`config.mk`:
```
export PLATFORM = sky130hd
export DESIGN_NAME = audio_output_stage
export DESIGN_NICKNAME = d
export VERILOG_FILES = /design/src/rtl/audio_output_stage.sv
export SDC_FILE = /design/constraint.sdc
export NUM_CORES = 1
export LEC_CHECK = 0
export BUFFER_PORTS_ARGS = -buffer_cell sky130_fd_sc_hd__buf_4
export CAP_MARGIN = 20
export CORE_ASPECT_RATIO = 0.9
export CORE_MARGIN = 10
export CORE_UTILIZATION = 30
export DETAILED_ROUTE_END_ITERATION = 12
export PLACE_DENSITY = 0.55
export SYNTH_ARGS = -nofsm -noshare
export SYNTH_HDL_FRONTEND = slang
export SYNTH_SLANG_ARGS = --single-unit
```
`constraint.sdc`:
```
create_clock -name clk -period 5.74 [get_ports clk]
set_clock_uncertainty 0.2 [all_clocks]
set_input_delay 1.435 -clock clk [delete_from_list [all_inputs] [get_ports clk]]
set_output_delay 1.435 -clock clk [all_outputs]
set_load 0.02 [all_outputs]
```
`src/rtl/audio_output_stage.sv`:
```
// Audio output stage: first-order de-emphasis, soft-mute gain ramp and a
// first-order sigma-delta PDM modulator, all paced by the 32 kHz audio enable.
module audio_output_stage #(
   parameter int DEEMPH_SHIFT = 1,
   parameter int RAMP_LOG2    = 5
) (
   input  logic               clk,
   input  logic               reset,
   input  logic               en_a,
   input  logic signed [15:0] demodulated,
   input  logic               mute,
   output logic signed [15:0] sample_out,
   output logic               muted,
   output logic               pdm
);

   localparam int GW = RAMP_LOG2 + 1;
   localparam int PW = 16 + RAMP_LOG2 + 1;
   localparam logic [GW-1:0] G_MAX = {1'b1, {RAMP_LOG2{1'b0}}};

   localparam logic [1:0] ST_MUTED     = 2'd0;
   localparam logic [1:0] ST_RAMP_UP   = 2'd1;
   localparam logic [1:0] ST_UNMUTED   = 2'd2;
   localparam logic [1:0] ST_RAMP_DOWN = 2'd3;

   logic signed [15:0] y_q, y_d;
   logic [GW-1:0]      g_q, g_d;
   logic [1:0]         state_q, state_d;
   logic               upd_q, upd_d;
   logic signed [15:0] sample_out_q, sample_out_d;
   logic [15:0]        acc_q, acc_d;
   logic               pdm_q, pdm_d;

   logic signed [16:0]   diff;
   logic signed [15:0]   diff_sh;
   logic [GW-1:0]        g_inc, g_dec;
   logic signed [PW-1:0] y_ext, g_ext, prod;
   logic [15:0]          u;
   logic [16:0]          sd_sum;

   // The shifted difference always fits in 16 bits, and y + diff_sh lies
   // between y and the input, so plain 16-bit addition never wraps.
   always_comb begin
      diff    = {demodulated[15], demodulated} - {y_q[15], y_q};
      diff_sh = 16'(diff >>> DEEMPH_SHIFT);
      y_d     = y_q;
      if (en_a) begin
         y_d = y_q + diff_sh;
      end
   end

   // Ramp reversals that land on 0 or G_MAX go straight to the end state so g
   // can never step outside 0..G_MAX.
   always_comb begin
      g_inc   = g_q + GW'(1);
      g_dec   = g_q - GW'(1);
      g_d     = g_q;
      state_d = state_q;
      if (en_a) begin
         case (state_q)
            ST_MUTED: begin
               if (!mute) begin
                  g_d     = GW'(1);
                  state_d = ST_RAMP_UP;
               end
            end
            ST_RAMP_UP: begin
               if (mute) begin
                  g_d     = g_dec;
                  state_d = (g_dec == '0) ? ST_MUTED : ST_RAMP_DOWN;
               end else begin
                  g_d     = g_inc;
                  state_d = (g_inc == G_MAX) ? ST_UNMUTED : ST_RAMP_UP;
               end
            end
            ST_UNMUTED: begin
               if (mute) begin
                  g_d     = G_MAX - GW'(1);
                  state_d = ST_RAMP_DOWN;
               end
            end
            ST_RAMP_DOWN: begin
               if (!mute) begin
                  g_d     = g_inc;
                  state_d = (g_inc == G_MAX) ? ST_UNMUTED : ST_RAMP_UP;
               end else begin
                  g_d     = g_dec;
                  state_d = (g_dec == '0) ? ST_MUTED : ST_RAMP_DOWN;
               end
            end
            default: begin
               g_d     = '0;
               state_d = ST_MUTED;
            end
         endcase
      end
   end

   always_comb begin
      upd_d        = en_a;
      y_ext        = {{(PW-16){y_q[15]}}, y_q};
      g_ext        = {{(PW-GW){1'b0}}, g_q};
      prod         = y_ext * g_ext;
      sample_out_d = sample_out_q;
      if (upd_q) begin
         sample_out_d = 16'(prod >>> RAMP_LOG2);
      end
   end

   // Offset-binary view of the sample; the carry out of the accumulator is the bit.
   always_comb begin
      u      = {~sample_out_q[15], sample_out_q[14:0]};
      sd_sum = {1'b0, acc_q} + {1'b0, u};
      acc_d  = sd_sum[15:0];
      pdm_d  = sd_sum[16];
   end

   always_ff @(posedge clk) begin
      if (!reset) begin
         y_q          <= '0;
         g_q          <= '0;
         state_q      <= ST_MUTED;
         upd_q        <= 1'b0;
         sample_out_q <= '0;
         acc_q        <= '0;
         pdm_q        <= 1'b0;
      end else begin
         y_q          <= y_d;
         g_q          <= g_d;
         state_q      <= state_d;
         upd_q        <= upd_d;
         sample_out_q <= sample_out_d;
         acc_q        <= acc_d;
         pdm_q        <= pdm_d;
      end
   end

   assign sample_out = sample_out_q;
   assign muted      = (state_q == ST_MUTED);
   assign pdm        = pdm_q;

endmodule
```
Word level (Yosys, flattened, before mapping)
Cells that the tools add are included.
- shifts and indexed selects: 0
- equality and inequality tests: 6
- mux-type cells: 10
- div/mod/pow operators: 0
- order comparisons: 0
- multiply operators: 1
- reduce and logical (&&, ||, !) cells: 4
- bitwise logic cells: 1
- add/subtract/negate cells: 5
- operators by type and width (operator ; count):
    $mul 16x7->21 ; 1
    $mux 6 ; 3
    $pmux 6 s3 ; 1
    $add 16x16->17 ; 1
    $sub 16x16->17 ; 1
    $add 16x16->16 ; 1
    $mux 2 ; 5
    $add 6x1->6 const B ; 1
    $eq 6x6->1 const B ; 1
    $logic_not 6->1 ; 1
    $pmux 2 s3 ; 1
    $sub 6x1->6 const B ; 1
    $eq 2x2->1 const B ; 2
    $ne 2x2->1 const B ; 2
    $reduce_and 3->1 ; 1
    $eq 2x1->1 const B ; 1
    $logic_not 2->1 ; 1
    $reduce_or 2->1 ; 1
    $not 1->1 ; 1
- RAM bits: 0
- bits of input ports: 20
- flip-flop bits (word level): 58
- latch bits: 0
- memories kept: 0
- bits in read-only memories: 0
- logic and storage cells: 34
- output and inout bits: 18

Longest topological paths before layout
- depth after elaboration: 5
- mapped depth: 21
- depth with buffers taken out: 19

Worst setup path before layout
No wires, ideal clock.
- path type: reg-to-reg
- from: reg g_q[3]
- to: reg sample_out_q[7], in the netlist sample_out[7]
- cell stages (with the launch flop): 20
- arrival time: 4.918 ns
- required time: 5.423 ns
- library setup time: 0.117 ns
- period minus slack after synthesis: 5.236 ns
- setup slack: 0.504 ns
- path buffers: 2
- cells stage by stage: dfxtp_1 > clkbuf_1 > clkinv_1 > clkbuf_1 > nor2_1 > fa_1 > fa_1 > fa_1 > inv_1 > fa_1 > inv_1 > ha_1 > o21a_1 > o21a_1 > o22ai_4 > o21bai_1 > a21oi_2 > nor2b_1 > or3_1 > a32o_1
- cells in the longest elaborated chain, start to end: 1
- RTL lines (item ; RTL line ; source):
    from (decl) ; 27 ; logic [GW-1:0] g_q, g_d;
    from (signal assigned) ; 129 ; g_q <= g_d;
    $mul 16x7->21 ; 103 ; prod = y_ext * g_ext;
    to (signal assigned) ; 132 ; sample_out_q <= sample_out_d;
    to (decl) ; 30 ; logic signed [15:0] sample_out_q, sample_out_d;
No other way between the ends.
A chain may end at the register's enable or synchronous reset.

Final worst setup path
Ends and elaborated chain as after synthesis.

==> flow_metrics.py <==
metrics = {
    "critical_path": {
        "crit_fanout": 9,
        "critical_path.startpoint": "g_q[3]$_SDFFE_PN0P_",
        "worst_ep_required_time_ns": 5.77,
        "crit_path_end_kind": "flip-flop",
        "arrival_ns": 5.44,
        "rrSetupSlack_ns": 0.33,
        "crit_type": "flip-flop to flip-flop",
        "reg2reg_from": "g_q[3]$_SDFFE_PN0P_",
        "start_kind": "flip-flop",
    },
    "yosys": {
        "yosysMostFrequentCell": "inv_1",
        "synth_edf_count": 0,
        "syn_area_um2": 7136,
        "async_flop_share_pct": 0,
        "netlist.area_leader.share_pct": 17.96,
        "ys_seq_area_share_pct": 16.27,
        "ys_types": 71,
        "ys_warn_count": 0,
        "synth-main-ff-cell": "dfxtp_1",
        "syn_inst": 849,
        "avgSynthCellArea_um2": 8.405,
        "synth_nets": 1021,
        "netlist_top_cells_count": "inv_1, nor2_1, ha_1, fa_1, dfxtp_1",
        "synthTopCellsByArea": "fa_1, dfxtp_1, ha_1",
        "synth_top_area_cell": "fa_1",
        "ys_seq_elements": 58,
    },
    "sta": {
        "slew_headroom_pct": 40.69,
        "post-route-period-util_pct": 94.17,
        "finalHoldViolCount": 0,
        "fmaxAchievable_mhz": 185.0,
        "timing.hold.ws_ns": 0.2961,
        "fin_setup_tns_ns": 0,
        "min_period_ns": 5.405,
        "worst_pin_slew_ns": 0.8884,
        "finalSetupViolations": 0,
        "slew_viol_final": 0,
        "rsz0062_at_grt": "false",
    },
    "global_route": {
        "grt_pass1_wl_um": 29190,
        "grt_pass1_vias": 5830,
        "track_usage_pct": 11.46,
        "grt_remaining_overflow": 0,
        "grt_max_degree": 47,
        "antenna_found_initial": 0,
    },
    "worst_hold_path": {
        "hold_class": "flip-flop to flip-flop",
        "hp-start": "sample_out[13]$_SDFFE_PN0P_",
    },
    "floorplanning": {
        "fp.dieH_um": 166.3,
        "io_pins": 38,
        "die_w_um": 182.6,
        "start_util_pct": 30.48,
        "fp-row-count": 53,
        "die-area_um2": 30360,
        "core_area_um2": 23410,
    },
    "finish": {
        "layout-drive-gt1-share_pct": 9.605,
        "antenna_cells": 0,
        "syn_to_final_growth_pct": 13.43,
        "nets": 1052,
        "layout.area.seq_um2": 1161,
        "fin_util_pct": 34.58,
        "multiInputGateArea_um2": 5468,
        "nFillCells": 2397,
    },
    "power_and_ir_drop": {
        "netSwitchingFraction_pct": 43.40,
        "pwr-share-seq_pct": 20.8,
        "power_mw": 2.829,
        "p_int_mw": 1.601,
        "power.switching_mw": 1.228,
        "p_leak_nw": 3.864,
        "pwr-share-clk_pct": 21.0,
        "ir_drop_v": 0.0001493,
        "p_per_area_nw_per_um2": 349.5,
        "pwr-share-comb_pct": 58.3,
    },
    "drt": {
        "route.vias.total": 5736,
        "ant_nets": 0,
        "drt_iter0_markers": 361,
        "drt_wl_total_um": 16680,
        "drcViolationCount": 0,
        "wl_per_cell_um": 14.05,
        "dr.pass1.iters": 5,
        "vias_per_cell": 4.832,
    },
    "clock_network": {
        "htree_num_levels": 3,
        "clock_path_buffers": 2,
        "cts_inserted_buffers": 9,
        "cts_tree": "done",
        "cts_sinks": 58,
        "clock_latency_ns": 0.34,
        "clk_pin_slew_ns": 0.06,
        "cts_root_buf": "clkbuf_16",
    },
    "status": {
        "status": "complete, no violations",
    },
    "placement": {
        "numPortBuffers": 37,
        "place_hpwl_um": 13360,
        "place_congestion": 0.7881,
    },
    "flow_run": {
        "cap_violations": 0,
    },
}
[metal layers]
metal  GRT usage [%]  up-vias  share of wire (%)
met3           2.069       10                3.1
met2           19.00       77                 48
met4           2.580        0               0.90
met1           15.07     2732                 48
li1                -     2917                  -
met5               0        -                  0
[power groups by stage]
stage | combinational (mW) | clock, mW | sequential (mW)
final | 1.65 | 0.593 | 0.588
after global routing | 1.91 | 0.625 | 0.602
after CTS | 1.66 | 0.610 | 0.591
after detailed placement | 1.65 | 0 | 0.599
after global placement | 1.64 | 0 | 0.601
after floorplan | 1.34 | 0 | 0.553
[through the flow]
stage	instance area, um^2	worst slack [ns]	std cells
after CTS	8058	0.3027	1185
after detailed placement	7737	0.3206	1169
after floorplan	7136	0.5041	849
final	8094	0.3346	1187
after global routing	8094	0.09553	1187
after global placement	7737	0.4429	1169
[kinds of logic (layout without fill, tap and decap cells)]
| kind of cell | after synthesis | after routing | synth area share (%) |
|---|---|---|---|
| and+or+nand+nor | 269 | 269 | 18.20 |
| AOI/OAI and AO/OA | 167 | 167 | 16.24 |
| adders and majority gates | 152 | 152 | 33.39 |
| buffers and inverters | 135 | 171 | 7.172 |
| DFF | 58 | 58 | 16.27 |
| xor gates and xnor gates | 51 | 51 | 6.260 |
| muxes | 17 | 17 | 2.472 |
[path summary, 6_finish.rpt]
kind	end	cells past startpoint
max reg2reg	sample_out[7]$_SDFFE_PN0P_	18
max	sample_out[7]$_SDFFE_PN0P_	18
min reg2reg	sample_out[13]$_SDFFE_PN0P_	2
min	sample_out[13]$_SDFFE_PN0P_	2
[critical path, cell delays in order (launching register included)]
cell and delay [ns]:
dfxtp_1 0.57, clkinvlp_4 0.27, buf_12 0.18, nor2_1 0.15, fa_1 0.42, fa_1 0.47, fa_1 0.54, inv_1 0.05
fa_1 0.52, inv_1 0.04, ha_1 0.33, o21a_1 0.12, o21a_1 0.19, o22ai_4 0.25, o21bai_1 0.15, a21oi_2 0.19
nor2b_1 0.08, or3_1 0.31, a32o_1 0.26
[state kept, by name (all words and copies together), names as in the netlist, named ones only]
name	count
y_q	16
sample_out	16
g_q	6
acc_q	16
upd_q	1
pdm	1
state_q	1
[what timing repair did]
action | CTS | global route
setup buffers | 0 | 2
setup endpoints to repair | 0 | 3
resized for setup | 0 | 2
hold buffers | 0 | 0
[cell usage in the layout, fill, tap and decap left out, types with 7 or more instances in the layout]
master,count
a21o_1,16
o21bai_1,10
ha_1,88
and2_1,38
nand3_1,13
xor2_1,19
nor3_1,8
a211oi_1,10
nor2_1,103
xnor2_1,32
clkbuf_16,9
inv_1,107
fa_1,64
buf_4,44
o21ai_0,27
dfxtp_1,58
nand2_1,53
o21ai_1,7
nand2b_1,14
a31oi_1,8
mux2i_1,15
a21oi_1,41
[final cells by class]
| class | count | area share, % |
|---|---|---|
| timing repair buffer | 45 | 4.328 |
| clock inverter | 5 | 0.9584 |
| sequential | 58 | 14.35 |
| multi-input combinational | 656 | 67.55 |
| inverter | 110 | 5.148 |
| tap | 302 | 4.668 |
| clock buffer | 11 | 2.999 |
No activity file was read; power rests on OpenSTA's default activity.
